===== config.mk =====
export PLATFORM = sky130hd
export DESIGN_NAME = mul16_wallace_seq
export DESIGN_NICKNAME = d
export VERILOG_FILES = /design/src/rtl/mul16_wallace_seq_pkg.sv /design/src/rtl/mul16_wallace_seq_wallace.sv /design/src/rtl/mul16_wallace_seq.sv
export SDC_FILE = /design/constraint.sdc
export NUM_CORES = 1
export LEC_CHECK = 0
export BUFFER_PORTS_ARGS = -buffer_cell sky130_fd_sc_hd__buf_4
export CAP_MARGIN = 10
export CELL_PAD_IN_SITES_DETAIL_PLACEMENT = 1
export CELL_PAD_IN_SITES_GLOBAL_PLACEMENT = 1
export CORE_UTILIZATION = 30
export DETAILED_ROUTE_END_ITERATION = 8
export PLACE_DENSITY_LB_ADDON = 0.1
export SYNTH_ARGS = -nofsm -noshare
export SYNTH_HDL_FRONTEND = slang
export SYNTH_HIERARCHICAL = 1
export SYNTH_SLANG_ARGS = --single-unit
export TNS_END_PERCENT = 10

===== constraint.sdc =====
create_clock -name clk -period 7.7 [get_ports clk]
set_input_delay 0.385 -clock clk [delete_from_list [all_inputs] [get_ports clk]]
set_output_delay 0.385 -clock clk [all_outputs]
set_load 0.1 [all_outputs]

===== src/rtl/mul16_wallace_seq_pkg.sv =====
// Shared types and helpers for the sequential 16x16 multiplier built on one 8x8 Wallace core.
// The step map selects which operand bytes feed the core and how far the partial product is shifted.
package mul16_wallace_seq_pkg;

    typedef enum logic [1:0] {
        IDLE = 2'd0,
        MUL  = 2'd1,
        DONE = 2'd2
    } state_t;

    localparam int N_STEPS = 4;
    localparam int OP_W    = 16;
    localparam int PROD_W  = 32;

    typedef struct packed {
        logic [7:0] a_byte;
        logic [7:0] b_byte;
        logic [4:0] shift;
    } step_sel_t;

    // step[0] picks the high byte of a, step[1] the high byte of b; shift is 8 per high byte.
    function automatic step_sel_t step_map(input logic [1:0] step,
                                           input logic [OP_W-1:0] a,
                                           input logic [OP_W-1:0] b);
        step_sel_t sel;
        sel.a_byte = step[0] ? a[15:8] : a[7:0];
        sel.b_byte = step[1] ? b[15:8] : b[7:0];
        sel.shift  = {step[0] & step[1], step[0] ^ step[1], 3'b000};
        return sel;
    endfunction

endpackage


===== src/rtl/mul16_wallace_seq_wallace.sv =====
// wallace_8x8: 8x8 unsigned carry-save multiplier core. The low 5 product bits are resolved,
// the upper bits leave as a sum/carry pair for the caller's carry-propagate add.
module wallace_8x8 (
    input  logic [7:0]  a,
    input  logic [7:0]  b,
    output logic [10:0] sum_hi,
    output logic [10:0] carry_hi,
    output logic [4:0]  sum_lo
);

    function automatic void csa(input  logic [15:0] x,
                                input  logic [15:0] y,
                                input  logic [15:0] z,
                                output logic [15:0] s,
                                output logic [15:0] c);
        s = x ^ y ^ z;
        c = ((x & y) | (x & z) | (y & z)) << 1;
    endfunction

    logic [15:0] p [8];
    logic [15:0] s1, c1, s2, c2, s3, c3, s4, c4, s5, c5, s6, c6;
    logic [5:0]  low;
    logic [15:0] fold, hs, hc;

    always_comb begin
        for (int i = 0; i < 8; i++) begin
            p[i] = {8'b0, a & {8{b[i]}}} << i;
        end
        csa(p[0], p[1], p[2], s1, c1);
        csa(p[3], p[4], p[5], s2, c2);
        csa(s1, c1, s2, s3, c3);
        csa(c2, p[6], p[7], s4, c4);
        csa(s3, c3, s4, s5, c5);
        csa(s5, c5, c4, s6, c6);
        // Resolve bits [4:0] and fold their carry-out back into the upper carry-save pair.
        low  = {1'b0, s6[4:0]} + {1'b0, c6[4:0]};
        fold = {10'b0, low[5], 5'b0};
        csa(s6 & 16'hFFE0, c6 & 16'hFFE0, fold, hs, hc);
        sum_hi   = hs[15:5];
        carry_hi = hc[15:5];
        sum_lo   = low[4:0];
    end

endmodule


===== src/rtl/mul16_wallace_seq.sv =====
// Multi-cycle 16x16 unsigned multiplier: four byte-pair passes through one wallace_8x8, CPA + accumulate.
// Optional MUL16_ZERO_SKIP_EN: a zero operand bypasses the MUL steps and goes straight to DONE.
module mul16_wallace_seq
    import mul16_wallace_seq_pkg::*;
#(
    parameter int TAG_W = 4
) (
    input  logic              clk,
    input  logic              rst,
    input  logic              in_valid,
    output logic              in_ready,
    input  logic [OP_W-1:0]   in_a,
    input  logic [OP_W-1:0]   in_b,
    input  logic [TAG_W-1:0]  in_tag,
    output logic              out_valid,
    input  logic              out_ready,
    output logic [PROD_W-1:0] out_prod,
    output logic [TAG_W-1:0]  out_tag,
    output logic              busy
);

    // Handshake: a transfer happens on a rising edge where valid && ready are both high;
    // valid never depends on ready, and the source holds its payload until the transfer.

    state_t             state, state_nxt;
    logic [1:0]         step;
    logic [OP_W-1:0]    a_q, b_q;
    logic [TAG_W-1:0]   tag_q;
    logic [PROD_W-1:0]  acc;
    step_sel_t          sel;
    logic [7:0]         w_a, w_b;
    logic [10:0]        w_sum_hi, w_carry_hi;
    logic [4:0]         w_sum_lo;
    logic [15:0]        pp;
    logic               zero_op;

    assign sel = step_map(step, a_q, b_q);
    // Core inputs are held at zero outside MUL so the tree does not toggle while idle.
    assign w_a = (state == MUL) ? sel.a_byte : 8'h00;
    assign w_b = (state == MUL) ? sel.b_byte : 8'h00;

    wallace_8x8 u_wallace (
        .a        (w_a),
        .b        (w_b),
        .sum_hi   (w_sum_hi),
        .carry_hi (w_carry_hi),
        .sum_lo   (w_sum_lo)
    );

    assign pp = ({w_sum_hi, 5'b0} + {w_carry_hi, 5'b0}) | {11'b0, w_sum_lo};

`ifdef MUL16_ZERO_SKIP_EN
    assign zero_op = (in_a == '0) || (in_b == '0);
`else
    assign zero_op = 1'b0;
`endif

    always_ff @(posedge clk or posedge rst) begin
        if (rst) state <= IDLE;
        else     state <= state_nxt;
    end

    always_comb begin
        state_nxt = state;
        case (state)
            IDLE:    if (in_valid) state_nxt = zero_op ? DONE : MUL;
            MUL:     if (step == 2'(N_STEPS - 1)) state_nxt = DONE;
            DONE:    if (out_ready) state_nxt = IDLE;
            default: state_nxt = IDLE;
        endcase
    end

    always_ff @(posedge clk or posedge rst) begin
        if (rst) begin
            a_q   <= '0;
            b_q   <= '0;
            tag_q <= '0;
            acc   <= '0;
            step  <= '0;
        end else begin
            case (state)
                IDLE: if (in_valid) begin
                    a_q   <= in_a;
                    b_q   <= in_b;
                    tag_q <= in_tag;
                    acc   <= '0;
                    step  <= '0;
                end
                MUL: begin
                    acc  <= acc + (PROD_W'(pp) << sel.shift);
                    step <= step + 2'd1;
                end
                default: ;
            endcase
        end
    end

    assign in_ready  = (state == IDLE);
    assign out_valid = (state == DONE);
    assign busy      = (state == MUL) || (state == DONE);
    assign out_prod  = acc;
    assign out_tag   = tag_q;

endmodule


==> reports/results.txt <==
Vias per cell -> 5.16
Max Used Layer -> met4
Leading register cell type out of synthesis -> dfrtp_1
TritonCTS buffer count -> 9
Hold Crit Depth -> 2
Synthesized Nets -> 899
Post-synth ARST share -> 1.00
Total leakage power -> 4.06 nW
Hold-fix buffers, CTS -> 0
Worst hold slack -> 0.260 ns
Most frequent cells in the layout -> buf_4, nand2_1, dfrtp_1
Via count -> 5924
Tcrit/Tclk final -> 0.963
Remaining DRCs -> 0
Congestion Overflow GR -> 0
I/O Buffers -> 78
Synth cell types -> 58
M1 wire length -> 9610 um
Fin. max-slew vios -> 0
Chip Height -> 153 um
Worst Path Arrival -> 7.70 ns
Synthesized cell area -> 6860 um^2
Core area -> 22200 um^2
Slew @ Worst Pin -> 0.984 ns
CP Capture Type -> flop
Final min period -> 7.41 ns
Seq/Total Area, Yosys -> 0.262
Post-DP HPWL -> 16100 um
Max_slew headroom -> 0.344
Crit Path Max Fanout -> 10
Num rows -> 54
Number of synthesized register bits -> 72
Final worst slack -> 0.289 ns
Initial core utilization -> 0.310
Final nets -> 1012
Total die area -> 23500 um^2
Commonest non-fill, non-tap cell in the layout -> buf_4
Status -> finished clean
Clk buf depth -> 2
Number of DRC markers in iteration 0 -> 157
Finish-stage setup viols -> 0
Layout cells sized above 1 -> 0.247
Crit-path slowest cell -> fa_1
Largest net degree at the start of global routing -> 73
Top cells by area, synth -> dfrtp_1, ha_1, fa_1
Clk slew on worst S/H paths -> 0.07 ns
CTS sink count -> 72
I/O Pins -> 79
Place WS -> -0.114 ns
Met3 wire length -> 609 um
Post-synth EDFFs -> 0
Vias in the first global route -> 6427
Area Growth Syn to Fin -> 24.9%
Total Routed Length -> 20500 um
Crit Path Class -> reg2reg
Mapped Avg Cell Area -> 9.16 um^2
Final Hold Viols -> 0
Worst Hold Class -> in2reg
Antenna Cells -> 0
Mapped Cells -> 749
Max Clock Freq -> 135 MHz
Post-DRT Antenna Nets -> 0
Peak VDD IR -> 0.316 mV
Setup TNS -> 0 ns
Warnings, synthesis -> 6
Met2 wire length -> 10000 um
Clock latency at the later pin of the worst-skew pair -> 0.35 ns
First-pass GRT wire length -> 33500 um
H-tree depth -> 3
CTS tree -> done
CP required -> 7.99 ns
Die W -> 153 um
Reg2Reg Depth -> 31
GPL Wtd Cong -> 0.865
Most frequent CP cell -> fa_1
Root Driver -> clkbuf_16
Global Route Usage Sum -> 0.179
DR pass1 iterations -> 4
Top cell type's share of synthesized area -> 0.262
Antenna violations before repair -> 0
Clock Skews -> 0.00811 ns
WL/cell -> 17.9 um
Crit-path max cell delay -> 0.59 ns
Pwr Density -> 436 nW/um^2
Crit path launch type -> flop
Max-cap viol count -> 0
Cell taking the most area after synthesis -> dfrtp_1
Final Power -> 3.74 mW
-- cell type report --
type	instances	area (um^2)
clock buffer	9	225
tap	280	350
sequential	72	1800
inverter	56	210
multi-input combinational	597	4920
fill	2563	13600
clock inverter	7	86.3
timing repair buffer	126	975
-- registers in the layout, summed over array words and instances, names as in the netlist --
signal,cells
out_tag,4
out_prod,32
state,2
step,2
b_q,16
a_q,16
-- cell families after synthesis --
kind of cell    share of synthesized area
simple gates                        0.173
compound gates                      0.155
fa+ha+maj                           0.244
mux                                0.0869
other cells                      0.000546
xor+xnor                           0.0332
buf+inv                            0.0443
flops                               0.262
-- metal layers --
layer / global-route usage / up-vias
met2: 0.300 / 73
met4: 0.0486 / 0
met3: 0.0278 / 15
met1: 0.240 / 2991
li1: - / 2845
met5: 0 / -
-- per-stage QoR --
step | utilization | cell area, um^2 | instances
final | 0.387 | 8570 | 1147
after global routing | 0.387 | 8570 | 1147
after CTS | 0.377 | 8350 | 1137
after detailed placement | 0.362 | 8020 | 1121
after global placement | 0.362 | 8020 | 1121
after floorplan | - | 6860 | 749
-- timing repair --
action | CTS | global route
gates resized for setup | 7 | 36
endpoints found under the hold margin | 0 | 0
setup endpoints to repair | 6 | 15
setup buffers | 0 | 10
gates cloned | 0 | 0
pin swaps | 0 | 16
-- critical path: cells and delay by family, from the launching register on --
family          cells  cell delay, ns
flops               1            0.41
xor+xnor            1            0.20
simple gates        6            0.93
compound gates     10            2.12
fa+ha+maj           8            3.06
buf+inv             6            0.63
-- path summary, 6_finish.rpt --
kind	from	end	slack, ns
setup reg to reg	state[1]	out_prod[28]	0.29
hold reg to reg	a_q[2]	a_q[2]	0.51
min in group asynchronous	rst	a_q[1]	0.35
hold / removal	in_a[15]	a_q[15]	0.26
setup / recovery	state[1]	out_prod[28]	0.29
max in group asynchronous	rst	step[0]	6.68
-- report_power, final --
group	switching [mW]	internal, mW
combinational	1.71	0.905
clock	0.199	0.259
sequential	0.125	0.544
total	2.03	1.71
-- cells in the mapped netlist, types with 2 or more instances --
master,instances
nand2_1,74
dfrtp_1,72
ha_1,70
and2_1,56
inv_1,55
o21ai_0,52
nor2_1,50
fa_1,40
mux2_2,37
a21oi_1,32
clkbuf_1,21
mux2i_1,18
nand3_1,17
xnor2_1,16
a211oi_1,11
xor2_1,10
a21o_1,8
nor3_1,8
and3_1,7
o211ai_1,7
o21bai_1,7
o31ai_1,7
a31oi_1,6
nand2b_1,6
or3_1,6
a22o_1,4
a32o_1,4
nor3b_1,4
o21a_1,4
a21boi_0,3
nand4_1,3
nor4b_1,3
a221oi_1,2
buf_1,2
nand3b_1,2
o22ai_1,2
or4_1,2
Note: power is estimated with default switching activity, not from simulation.
